==> src/rtl/binary_window_filter_if.sv <==
// Video mask stream interface for binary_window_filter.
// Carries the sync/mask input, the frame-synchronous config port and the aligned outputs.
interface binary_window_filter_if #(
  parameter int THR_W = 6
);
  logic             de;
  logic             hsync;
  logic             vsync;
  logic             mask;
  logic             cfg_we;
  logic [1:0]       cfg_mode;
  logic [THR_W-1:0] cfg_thr;
  logic             de_out;
  logic             hsync_out;
  logic             vsync_out;
  logic [23:0]      pixel_out;
  logic             cfg_pending;

  modport master (
    output de, hsync, vsync, mask, cfg_we, cfg_mode, cfg_thr,
    input  de_out, hsync_out, vsync_out, pixel_out, cfg_pending
  );

  modport slave (
    input  de, hsync, vsync, mask, cfg_we, cfg_mode, cfg_thr,
    output de_out, hsync_out, vsync_out, pixel_out, cfg_pending
  );
endinterface

==> src/rtl/binary_window_filter.sv <==
// WINxWIN binary window filter (majority/erode/dilate/bypass) with frame-synchronous config.
// Optional per-frame foreground pixel counter enabled by defining FG_COUNT_EN.
module binary_window_filter #(
  parameter int WIN    = 5,
  parameter int H_SIZE = 83,
  parameter int THR_W  = 6
) (
  input  logic                   clk,
  input  logic                   rst_n,
  binary_window_filter_if.slave  bus
`ifdef FG_COUNT_EN
  ,
  output logic [23:0]            fg_count,
  output logic                   fg_count_valid
`endif
);
  localparam int               R       = (WIN - 1) / 2;
  localparam logic [THR_W-1:0] N_L     = THR_W'(WIN * WIN);
  localparam logic [THR_W-1:0] THR_DEF = THR_W'((WIN * WIN + 1) / 2);

  // Each stream element is {mask, de, hsync, vsync}
  logic [3:0]       w_row     [WIN];
  logic [3:0]       r_line    [WIN-1][H_SIZE];
  logic [3:0]       r_tap     [WIN][WIN];
  logic [THR_W-1:0] w_row_cnt [WIN];
  logic             w_ctx_ok;
  logic [THR_W-1:0] r_row_sum [WIN];
  logic             r_ok1;
  logic [3:0]       r_ctr1;
  logic [THR_W-1:0] w_sum;
  logic [THR_W-1:0] r_sum;
  logic             r_ok2;
  logic [3:0]       r_ctr2;
  logic [THR_W-1:0] w_thr_eff;
  logic             w_res;
  logic             w_vs_rise;
  logic             r_vs_d;
  logic [1:0]       r_act_mode;
  logic [1:0]       r_sh_mode;
  logic [THR_W-1:0] r_act_thr;
  logic [THR_W-1:0] r_sh_thr;
  logic             r_pending;
  logic             r_de_out;
  logic             r_hs_out;
  logic             r_vs_out;
  logic [23:0]      r_pix_out;

  // Row k of the window is the input stream delayed by k lines
  always_comb begin
    w_row[0] = {bus.mask, bus.de, bus.hsync, bus.vsync};
    for (int k = 1; k < WIN; k++) begin
      w_row[k] = r_line[k-1][H_SIZE-1];
    end
  end

  // Line delay shift registers
  always_ff @(posedge clk or negedge rst_n) begin
    if (!rst_n) begin
      for (int k = 0; k < WIN - 1; k++) begin
        for (int h = 0; h < H_SIZE; h++) begin
          r_line[k][h] <= 4'h0;
        end
      end
    end else begin
      for (int k = 0; k < WIN - 1; k++) begin
        r_line[k][0] <= w_row[k];
        for (int h = 1; h < H_SIZE; h++) begin
          r_line[k][h] <= r_line[k][h-1];
        end
      end
    end
  end

  // Window tap registers
  always_ff @(posedge clk or negedge rst_n) begin
    if (!rst_n) begin
      for (int k = 0; k < WIN; k++) begin
        for (int j = 0; j < WIN; j++) begin
          r_tap[k][j] <= 4'h0;
        end
      end
    end else begin
      for (int k = 0; k < WIN; k++) begin
        r_tap[k][0] <= w_row[k];
        for (int j = 1; j < WIN; j++) begin
          r_tap[k][j] <= r_tap[k][j-1];
        end
      end
    end
  end

  // Per-row mask counts and whole-window de check
  always_comb begin
    w_ctx_ok = 1'b1;
    for (int k = 0; k < WIN; k++) begin
      w_row_cnt[k] = '0;
      for (int j = 0; j < WIN; j++) begin
        w_row_cnt[k] = w_row_cnt[k] + THR_W'(r_tap[k][j][3]);
        w_ctx_ok     = w_ctx_ok & r_tap[k][j][2];
      end
    end
  end

  always_comb begin
    w_sum = '0;
    for (int k = 0; k < WIN; k++) begin
      w_sum = w_sum + r_row_sum[k];
    end
  end

  // Two popcount stages; centre tap and context flag travel alongside
  always_ff @(posedge clk or negedge rst_n) begin
    if (!rst_n) begin
      for (int k = 0; k < WIN; k++) begin
        r_row_sum[k] <= '0;
      end
      r_ok1  <= 1'b0;
      r_ctr1 <= 4'h0;
      r_sum  <= '0;
      r_ok2  <= 1'b0;
      r_ctr2 <= 4'h0;
    end else begin
      for (int k = 0; k < WIN; k++) begin
        r_row_sum[k] <= w_row_cnt[k];
      end
      r_ok1  <= w_ctx_ok;
      r_ctr1 <= r_tap[R][R];
      r_sum  <= w_sum;
      r_ok2  <= r_ok1;
      r_ctr2 <= r_ctr1;
    end
  end

  // A threshold of 0 acts as 1; thresholds above N can never be reached
  always_comb begin
    w_thr_eff = (r_act_thr == '0) ? THR_W'(1) : r_act_thr;
    case (r_act_mode)
      2'd0:    w_res = r_ok2 & (r_sum >= w_thr_eff);
      2'd1:    w_res = r_ok2 & (r_sum == N_L);
      2'd2:    w_res = r_ok2 & (r_sum != '0);
      2'd3:    w_res = r_ctr2[3];
      default: w_res = 1'b0;
    endcase
  end

  // Registered outputs
  always_ff @(posedge clk or negedge rst_n) begin
    if (!rst_n) begin
      r_de_out  <= 1'b0;
      r_hs_out  <= 1'b0;
      r_vs_out  <= 1'b0;
      r_pix_out <= 24'h000000;
    end else begin
      r_de_out  <= r_ctr2[2];
      r_hs_out  <= r_ctr2[1];
      r_vs_out  <= r_ctr2[0];
      r_pix_out <= w_res ? 24'hFFFFFF : 24'h000000;
    end
  end

  assign w_vs_rise = bus.vsync & ~r_vs_d;

  // Shadow/active config; a write in the boundary cycle waits for the next frame
  always_ff @(posedge clk or negedge rst_n) begin
    if (!rst_n) begin
      r_vs_d     <= 1'b0;
      r_act_mode <= 2'd0;
      r_sh_mode  <= 2'd0;
      r_act_thr  <= THR_DEF;
      r_sh_thr   <= THR_DEF;
      r_pending  <= 1'b0;
    end else begin
      r_vs_d <= bus.vsync;
      if (bus.cfg_we) begin
        r_sh_mode <= bus.cfg_mode;
        r_sh_thr  <= bus.cfg_thr;
        r_pending <= 1'b1;
      end else if (w_vs_rise) begin
        r_act_mode <= r_sh_mode;
        r_act_thr  <= r_sh_thr;
        r_pending  <= 1'b0;
      end else begin
        r_pending <= r_pending;
      end
    end
  end

  assign bus.de_out      = r_de_out;
  assign bus.hsync_out   = r_hs_out;
  assign bus.vsync_out   = r_vs_out;
  assign bus.pixel_out   = r_pix_out;
  assign bus.cfg_pending = r_pending;

`ifdef FG_COUNT_EN
  logic        r_vso_d;
  logic [23:0] r_fg_cnt;
  logic [23:0] r_fg_count;
  logic        r_fg_valid;

  // Saturating foreground counter, latched on the output vsync rising edge
  always_ff @(posedge clk or negedge rst_n) begin
    if (!rst_n) begin
      r_vso_d    <= 1'b0;
      r_fg_cnt   <= 24'h000000;
      r_fg_count <= 24'h000000;
      r_fg_valid <= 1'b0;
    end else begin
      r_vso_d    <= r_vs_out;
      r_fg_valid <= 1'b0;
      if (r_vs_out && !r_vso_d) begin
        r_fg_count <= r_fg_cnt;
        r_fg_cnt   <= 24'h000000;
        r_fg_valid <= 1'b1;
      end else if (r_de_out && r_pix_out[0] && (r_fg_cnt != 24'hFFFFFF)) begin
        r_fg_cnt <= r_fg_cnt + 24'h000001;
      end else begin
        r_fg_cnt <= r_fg_cnt;
      end
    end
  end

  assign fg_count       = r_fg_count;
  assign fg_count_valid = r_fg_valid;
`endif
endmodule

==> src/flat_wrapper.sv <==
// flat-port wrapper written by rule: the top's interface ports become plain ports
module binary_window_filter_flat 
#(
  parameter int WIN    = 5,
  parameter int H_SIZE = 83,
  parameter int THR_W  = 6
)
  (clk, rst_n, bus_de, bus_hsync, bus_vsync, bus_mask, bus_cfg_we, bus_cfg_mode, bus_cfg_thr, bus_de_out, bus_hsync_out, bus_vsync_out, bus_pixel_out, bus_cfg_pending);
  binary_window_filter_if #(.THR_W(THR_W)) bus_i ();
  input  logic clk;
  input  logic rst_n;
  input wire logic [$bits(bus_i.de)-1:0] bus_de;
  input wire logic [$bits(bus_i.hsync)-1:0] bus_hsync;
  input wire logic [$bits(bus_i.vsync)-1:0] bus_vsync;
  input wire logic [$bits(bus_i.mask)-1:0] bus_mask;
  input wire logic [$bits(bus_i.cfg_we)-1:0] bus_cfg_we;
  input wire logic [$bits(bus_i.cfg_mode)-1:0] bus_cfg_mode;
  input wire logic [$bits(bus_i.cfg_thr)-1:0] bus_cfg_thr;
  output wire logic [$bits(bus_i.de_out)-1:0] bus_de_out;
  output wire logic [$bits(bus_i.hsync_out)-1:0] bus_hsync_out;
  output wire logic [$bits(bus_i.vsync_out)-1:0] bus_vsync_out;
  output wire logic [$bits(bus_i.pixel_out)-1:0] bus_pixel_out;
  output wire logic [$bits(bus_i.cfg_pending)-1:0] bus_cfg_pending;
  assign bus_i.de = bus_de;
  assign bus_i.hsync = bus_hsync;
  assign bus_i.vsync = bus_vsync;
  assign bus_i.mask = bus_mask;
  assign bus_i.cfg_we = bus_cfg_we;
  assign bus_i.cfg_mode = bus_cfg_mode;
  assign bus_i.cfg_thr = bus_cfg_thr;
  assign bus_de_out = bus_i.de_out;
  assign bus_hsync_out = bus_i.hsync_out;
  assign bus_vsync_out = bus_i.vsync_out;
  assign bus_pixel_out = bus_i.pixel_out;
  assign bus_cfg_pending = bus_i.cfg_pending;
  binary_window_filter #(.WIN(WIN), .H_SIZE(H_SIZE), .THR_W(THR_W)) u_core (.clk(clk), .rst_n(rst_n), .bus(bus_i));
endmodule
==> config.mk <==
export PLATFORM = sky130hd
export DESIGN_NAME = binary_window_filter_flat
export DESIGN_NICKNAME = d
export VERILOG_FILES = /design/src/rtl/binary_window_filter_if.sv /design/src/rtl/binary_window_filter.sv /design/src/flat_wrapper.sv
export SDC_FILE = /design/constraint.sdc
export NUM_CORES = 1
export LEC_CHECK = 0
export ABC_AREA = 1
export CAP_MARGIN = 10
export CORE_ASPECT_RATIO = 1.25
export CORE_MARGIN = 2
export CORE_UTILIZATION = 45
export DETAILED_ROUTE_END_ITERATION = 8
export PLACE_DENSITY = 0.68
export SLEW_MARGIN = 25
export SYNTH_ARGS = -nofsm -noshare
export SYNTH_HDL_FRONTEND = slang
export SYNTH_SLANG_ARGS = --single-unit
==> constraint.sdc <==
create_clock -name clk -period 4.7 [get_ports clk]
set_input_delay 0.94 -clock clk [delete_from_list [all_inputs] [get_ports clk]]
set_output_delay 0.94 -clock clk [all_outputs]
set_load 0.005 [all_outputs]
Word-level counts from Yosys, hierarchy flattened
Index checks and enable logic that the tools add are counted.
W data, S select, Z words.
- logic and storage cells: 424
- input bits: 15
- register bits: 1431
- bitwise logic cells: 30
- order comparisons: 1
- add/subtract/negate cells: 24
- reductions and logical operators: 5
- eq/ne operators: 4
- mux-type cells: 5
- operator list (operator ; number):
    $add A6 B1 Y6 ; 15
    $and A1 B1 Y1 ; 28
    $add A6 B6 Y6 ; 4
    $mux W24 ; 1
    $add A1 B1 Y2 ; 5
    $eq A6 B5 Y1 const B ; 1
    $ge A6 B6 Y1 ; 1
    $logic_not A6 Y1 ; 1
    $mux W6 ; 1
    $reduce_bool A6 Y1 ; 1
    $eq A2 B2 Y1 const B ; 2
    $pmux W1 S4 ; 1
    $eq A2 B1 Y1 const B ; 1
    $logic_not A2 Y1 ; 1
    $mux W1 ; 2
    $not A1 Y1 ; 2
    $reduce_and A2 Y1 ; 1
    $reduce_bool A2 Y1 ; 1

Depth between registers and ports, before layout
Gate-level depths: netlist of run 1.
- depth in word-level cells: 24
- mapped depth: 10

Worst setup path after synthesis of run 1
Ideal clock, no wire load.
- kind: register -> register
- start point: register u_core.r_row_sum[1] (netlist name)
- end point: register u_core.r_sum[3]
- stages on the path, launching flop included: 10
- required time: 4577 ps
- path buffers: 0
- slack: 1972 ps
- library setup time: 123 ps
- data arrival time: 2605 ps
- cell sequence: dfrtp_1 > fa_1 > fa_1 > inv_1 > fa_1 > inv_1 > ha_1 > inv_1 > fa_1 > xnor2_1
- longest elaborated chain between the ends: 1
- ends and longest elaborated chain (item ; RTL line ; source):
    start: declaration ; binary_window_filter.sv:27 ; logic [THR_W-1:0] r_row_sum [WIN];
    start signal: indexed assignment ; binary_window_filter.sv:124 ; r_row_sum[k] <= w_row_cnt[k];
    $add A6 B6 Y6 ; binary_window_filter.sv:107 ; w_sum = w_sum + r_row_sum[k];
    net u_core.w_sum[3] ; binary_window_filter.sv:30 ; logic [THR_W-1:0] w_sum;
    end signal: assignment ; binary_window_filter.sv:128 ; r_sum <= w_sum;
    end: declaration ; binary_window_filter.sv:31 ; logic [THR_W-1:0] r_sum;
The timed path passes the listed nets, and every way through them passes these cells.
A chain may end at the register's enable or synchronous reset.

Worst setup path in the final report of run 1
- start point: register u_core.r_row_sum[1] (netlist name)
- end point: register u_core.r_sum[5]
The elaborated chain is that of the path after synthesis.

==> metrics.txt, run 1 <==
drt via density=4.272; max_slew headroom=56.14%; antenna-violating nets left=0; nets@finish=1464; Lkg Pwr=16.86 nW; arrival time worst endpoint=3.51 ns; share of cells above drive strength 1=11.86%; drt total wl=39610 um; number of H-tree levels=3; Clk pin slew, worst setup/hold paths=0.07 ns; fin crit share=63.10%; Syn Nets=1340; fillers=4571; Worst-Margin Slew=0.6579 ns; Register Area=26510 um^2; Hold Vio Cnt, Final=0; starting density of the core=45.36%; slowest stage delay, CP=0.52 ns; postcts setup bufs=0; diodes inserted=0; Distinct cells, synth=24; max-slew violations=0; Placer Congestion=0.7082; CTS tree=done; grt total ovfl=0; synthesized flop and latch total=1059; dpl ws=1.789 ns; Post-Syn Area=28080 um^2; CP bufs+invs=3; drt wl/cell=17.17 um; pwr/cell area=525.4 nW/um^2; delay-heaviest family, CP=adder cells; max_cap viols=0; Core Area=61900 um^2; setup violators final=0; clk_lat worst skew=0.65 ns; Boundary Pins=43; FFs w/ async S/R, synth=100.0%; setup TNS=0 ns; clock root buffer=clkbuf_16; number of cell rows=102; DRT iter0 DRCs=709; GRT Total Usage=13.54%; CP Max Fanout=2; first-pass GRT wire length=67350 um; Final Critical Period=2.966 ns; worst clock skew=0.03782 ns; PnR worst setup slack=1.734 ns; fmax=337.2 MHz; crit path kind=flop to flop; drt first pass iters=4; DRC viols=0; Seq/Total Area, Yosys=94.42%; post-cts hold buffer count=0; number of buffers created by CTS=92; vias in the first global route=11680; area grow syn2layout=16.20%; HP Class=input port to asynchronous set/reset pin; Critical Path Start Type=flop; WP data required=5.25 ns; crit-path cells=fa_1 > fa_1 > inv_1 > fa_1 > inv_1 > ha_1 > inv_1 > fa_1 > o21ai_0; DPL Wire Length=15970 um; largest net degree at the start of global routing=118; Yosys warnings=0; Die Footprint=64420 um^2; die width=227.4 um; maximum root-to-sink buffer count=3; outcome=completed; Port Buf Inserts=42; area of the multi-input gates=1091 um^2; post-CTS sizing=0; Mapped Cells=1282; Post-synth EDFFs=0; Setup crit end kind=flop; Synth Flop Type=dfrtp_1; Most common cell on crit path=fa_1; RSZ-0062 raised after global routing=no; Peak VDD IR=339.8 uV; post-synthesis area per instance=21.90 um^2; clk sinks=1059; Die Ht=283.3 um; Final Util=52.71%; initial antenna violation count=0; via count=9856; Crit-path slowest cell=fa_1
-- power breakdown --
part	total (mW)	switching, mW	internal [mW]	leakage (nW)
Combinational	0.319	0.241	0.0783	1.07
Sequential	9.29	0.0524	9.24	14.3
Clock	7.53	3.30	4.23	1.50
-- sequential cells by signal, summed over array words and instances (netlist names) --
| signal | cells |
|---|---|
| u_core.bus.cfg_pending | 1 |
| u_core.bus.pixel_out | 1 |
| u_core.r_act_mode | 2 |
| u_core.r_act_thr | 6 |
| u_core.r_line | 988 |
| u_core.r_ok1 | 1 |
| u_core.r_ok2 | 1 |
| u_core.r_row_sum | 15 |
| u_core.r_sh_mode | 2 |
| u_core.r_sh_thr | 6 |
| u_core.r_sum | 6 |
| u_core.r_tap | 30 |
-- placed cells by master, fill, tap and decap left out, drive strengths merged --
cell and instances:
clkinvlp 1, xnor2 1, dfrtp 1053, fa 18, clkbuf 127, dfstp 6, nor2 6, nand2 39
o21a 1, or3b 1, a21oi 3, inv 74, o21ai 17, nor4 1, nand4 6, clkdlybuf4s50 41
buf 16, nand3 3, bufinv 6, ha 25, nor3 3, clkinv 25, a31o 1, xor2 1
-- worst paths after layout --
path,startpoint,depth (start not counted),slack [ns],to
hold reg to reg,u_core.r_line[842],0,0.32,u_core.r_line[838]
min in group clk,u_core.r_line[842],0,0.32,u_core.r_line[838]
setup reg to reg,u_core.r_row_sum[1],9,1.73,u_core.r_sum[5]
max in group asynchronous,rst_n,3,3.15,u_core.r_sh_thr[1]
setup / recovery,u_core.r_row_sum[1],9,1.73,u_core.r_sum[5]
hold / removal,rst_n,1,0.16,u_core.r_line[1025]
-- Yosys cell counts (2+ instances only) --
cell / instances / area share, %
nor2_1: 6 / 0.080
fa_1: 18 / 1.3
inv_1: 70 / 0.94
dfstp_2: 6 / 0.56
nor3_1: 3 / 0.053
ha_1: 25 / 1.1
nand4_1: 6 / 0.13
nand3_1: 3 / 0.053
o21ai_2: 8 / 0.25
nand2_1: 38 / 0.51
dfrtp_1: 1053 / 94
o21ai_0: 9 / 0.16
buf_4: 23 / 0.62
buf_6: 2 / 0.080
a21oi_1: 3 / 0.053
-- layout make-up --
type	count	share of cell area [%]
clock inverter	36	1.469
clock buffer	127	7.920
inverter	70	0.8054
multi-input combinational	126	3.344
timing repair buffer	57	2.017
sequential	1059	81.25
tap	832	3.191
-- logic make-up after synthesis --
logic type	synth area share, %
flip-flops	94.42
AO/OA/AOI/OAI	0.5214
XOR/XNOR	0.06240
buffers and inverters	1.698
AND/OR/NAND/NOR	0.9047
adder cells (fa/ha/maj)	2.398
-- worst register-to-register path: cells and delay by family (launching register included) --
family	cells	cell delay, ns
buffers and inverters	3	0.21
flip-flops	1	0.39
AO/OA/AOI/OAI	1	0.19
adder cells (fa/ha/maj)	5	2.10
-- routing by layer --
layer	global-route usage (%)	vias to the layer above	wire length, um	part of all wire [%]
met3	2.707	83	1382	3.5
met4	5.523	0	1053	2.7
met1	19.95	5466	18230	46
met5	0	-	0	0
met2	20.08	153	18950	48
li1	-	4154	-	-
-- per-stage QoR --
step / area (um^2) / power, mW / hold WS (ns) / instances
final: 32620 / 17.14 / 0.1636 / 2307
after global routing: 32620 / 17.86 / 0.1597 / 2307
after detailed placement: 29530 / 9.773 / 0.3347 / 2143
after CTS: 32600 / 17.42 / 0.3198 / 2306
after global placement: 29530 / 9.752 / 0.3337 / 2143
after floorplan: 28080 / 9.528 / 0.3312 / 1282
(Power assumes the default switching activity.)
==> inputs of run 2 (changes only) <==
==> constraint.sdc (replaced) <==
create_clock -name clk -period 3.1 [get_ports clk]
set_input_delay 0.62 -clock clk [delete_from_list [all_inputs] [get_ports clk]]
set_output_delay 0.62 -clock clk [all_outputs]
set_load 0.005 [all_outputs]
==> metrics.txt, run 2 (synthesized netlist as in run 1, its figures left out) <==
number of buffers created by CTS=94; clk sinks=1059; number of cell rows=102; worst clock skew=0.04512 ns; WP data required=3.65 ns; commonest non-fill, non-tap cell in the layout=dfrtp_1; placed cells=2163; FF-to-FF Start=u_core.r_row_sum[1]; max-slew violations=0; R2R depth=9; CP Max Fanout=2; Int Pwr=20.83 mW; clock root buffer=clkbuf_16; DRC viols=0; Port Buf Inserts=42; largest net degree at the start of global routing=103; Core Area=61900 um^2; drt first pass iters=4; commonest cells after routing, fill and taps aside=dfrtp_1, clkbuf_16, inv_1; drt wl/cell=16.92 um; fin cells=2337; setup violators final=0; pwr/cell area=799.6 nW/um^2; Reg power frac=53.5%; clk_lat worst skew=0.65 ns; Net Switching=5.495 mW; postcts setup bufs=0; HP Class=input port to asynchronous set/reset pin; crit path from=u_core.r_row_sum[1]; max_slew headroom=46.30%; starting density of the core=45.36%; antenna-violating nets left=0; die width=227.4 um; Final Critical Period=2.930 ns; DPL Wire Length=16140 um; crit path kind=flop to flop; clock group share of total power=44.6%; post-cts hold buffer count=0; outcome=completed; number of H-tree levels=3; max_cap viols=0; arrival time worst endpoint=3.48 ns; fmax=341.3 MHz; drt via density=4.241; fin crit share=94.50%; Die Ht=283.3 um; Lkg Pwr=17.02 nW; initial antenna violation count=2; Sw Ratio=20.87%; Critical Path Start Type=flop; diodes inserted=0; maximum root-to-sink buffer count=3; Clk pin slew, worst setup/hold paths=0.07 ns; grt total ovfl=0; RSZ-0062 raised after global routing=no; CTS tree=done; Peak VDD IR=533.4 uV; Worst-Margin Slew=0.8055 ns; share of cells above drive strength 1=13.49%; Most flops, register=u_core.r_line; max reg flops=988; first-pass GRT wire length=67830 um; DRT iter0 DRCs=742; Die Footprint=64420 um^2; Regs by FF count=u_core.r_line: 988 flops, u_core.r_tap: 30 flops, u_core.r_row_sum: 15 flops; drt total wl=39550 um; via count=9911; combinational power share=1.9%; Placer Congestion=0.6887; area grow syn2layout=17.27%; GRT Total Usage=13.56%; Setup crit end kind=flop; Boundary Pins=43; post-CTS sizing=0; vias in the first global route=11940; nets@finish=1485; Hold Vio Cnt, Final=0; setup TNS=0 ns
==> run 2: layout make-up <==
| cell class | count | area [um^2] |
|---|---|---|
| sequential | 1059 | 26510 |
| clock buffer | 137 | 2724 |
| fill | 4551 | 28970 |
| clock inverter | 37 | 493.0 |
| tap | 832 | 1041 |
| multi-input combinational | 126 | 1091 |
| timing repair buffer | 76 | 805.8 |
| inverter | 70 | 262.8 |
==> run 2: worst max-delay path, cell delays in order, from the launching register on <==
cell and delay [ns]:
dfrtp_1 0.38, fa_1 0.51, fa_1 0.52, inv_1 0.06, fa_1 0.46, inv_1 0.09
ha_1 0.18, inv_1 0.06, fa_1 0.40, o21ai_0 0.19
==> run 2: worst paths after layout <==
path | to | slack, ns
max in group asynchronous | u_core.r_line[1096] | 2.03
worst max register to register | u_core.r_sum[5] | 0.17
min in group clk | u_core.r_line[519] | 0.33
worst min-delay path | u_core.r_line[722] | 0.04
worst min register to register | u_core.r_line[519] | 0.33
worst max-delay path | u_core.r_sum[5] | 0.17
==> run 2: per-stage QoR <==
step / worst slack, ns / cell area, um^2 / hold slack (ns) / power (mW) / util, %
floorplan: 0.3718 / 28080 / 0.3244 / 14.45 / -
global placement: 0.2843 / 29710 / 0.3319 / 14.81 / 48.00
detailed placement: 0.2391 / 29710 / 0.3347 / 14.84 / 48.00
CTS: 0.1463 / 32930 / 0.01866 / 26.79 / 53.19
global route: 0.03830 / 32930 / 0.05409 / 27.42 / 53.19
finish: 0.1704 / 32930 / 0.03635 / 26.33 / 53.19
==> run 2: metal layers <==
layer  GRT usage (%)  vias up  wire length [um]
met4           4.853        0               835
li1                -     4220                 -
met2           20.79      167             19420
met3           2.655       73              1426
met1           19.66     5451             17870
met5               0        -                 0
==> run 2: power groups by stage <==
stage | Sequential [mW] | Clock [mW] | Combinational [mW]
after floorplan | 14.3 | 0 | 0.140
after global placement | 14.3 | 0 | 0.485
after detailed placement | 14.3 | 0 | 0.512
after CTS | 14.1 | 12.2 | 0.521
after global routing | 14.1 | 12.7 | 0.592
final | 14.1 | 11.7 | 0.496
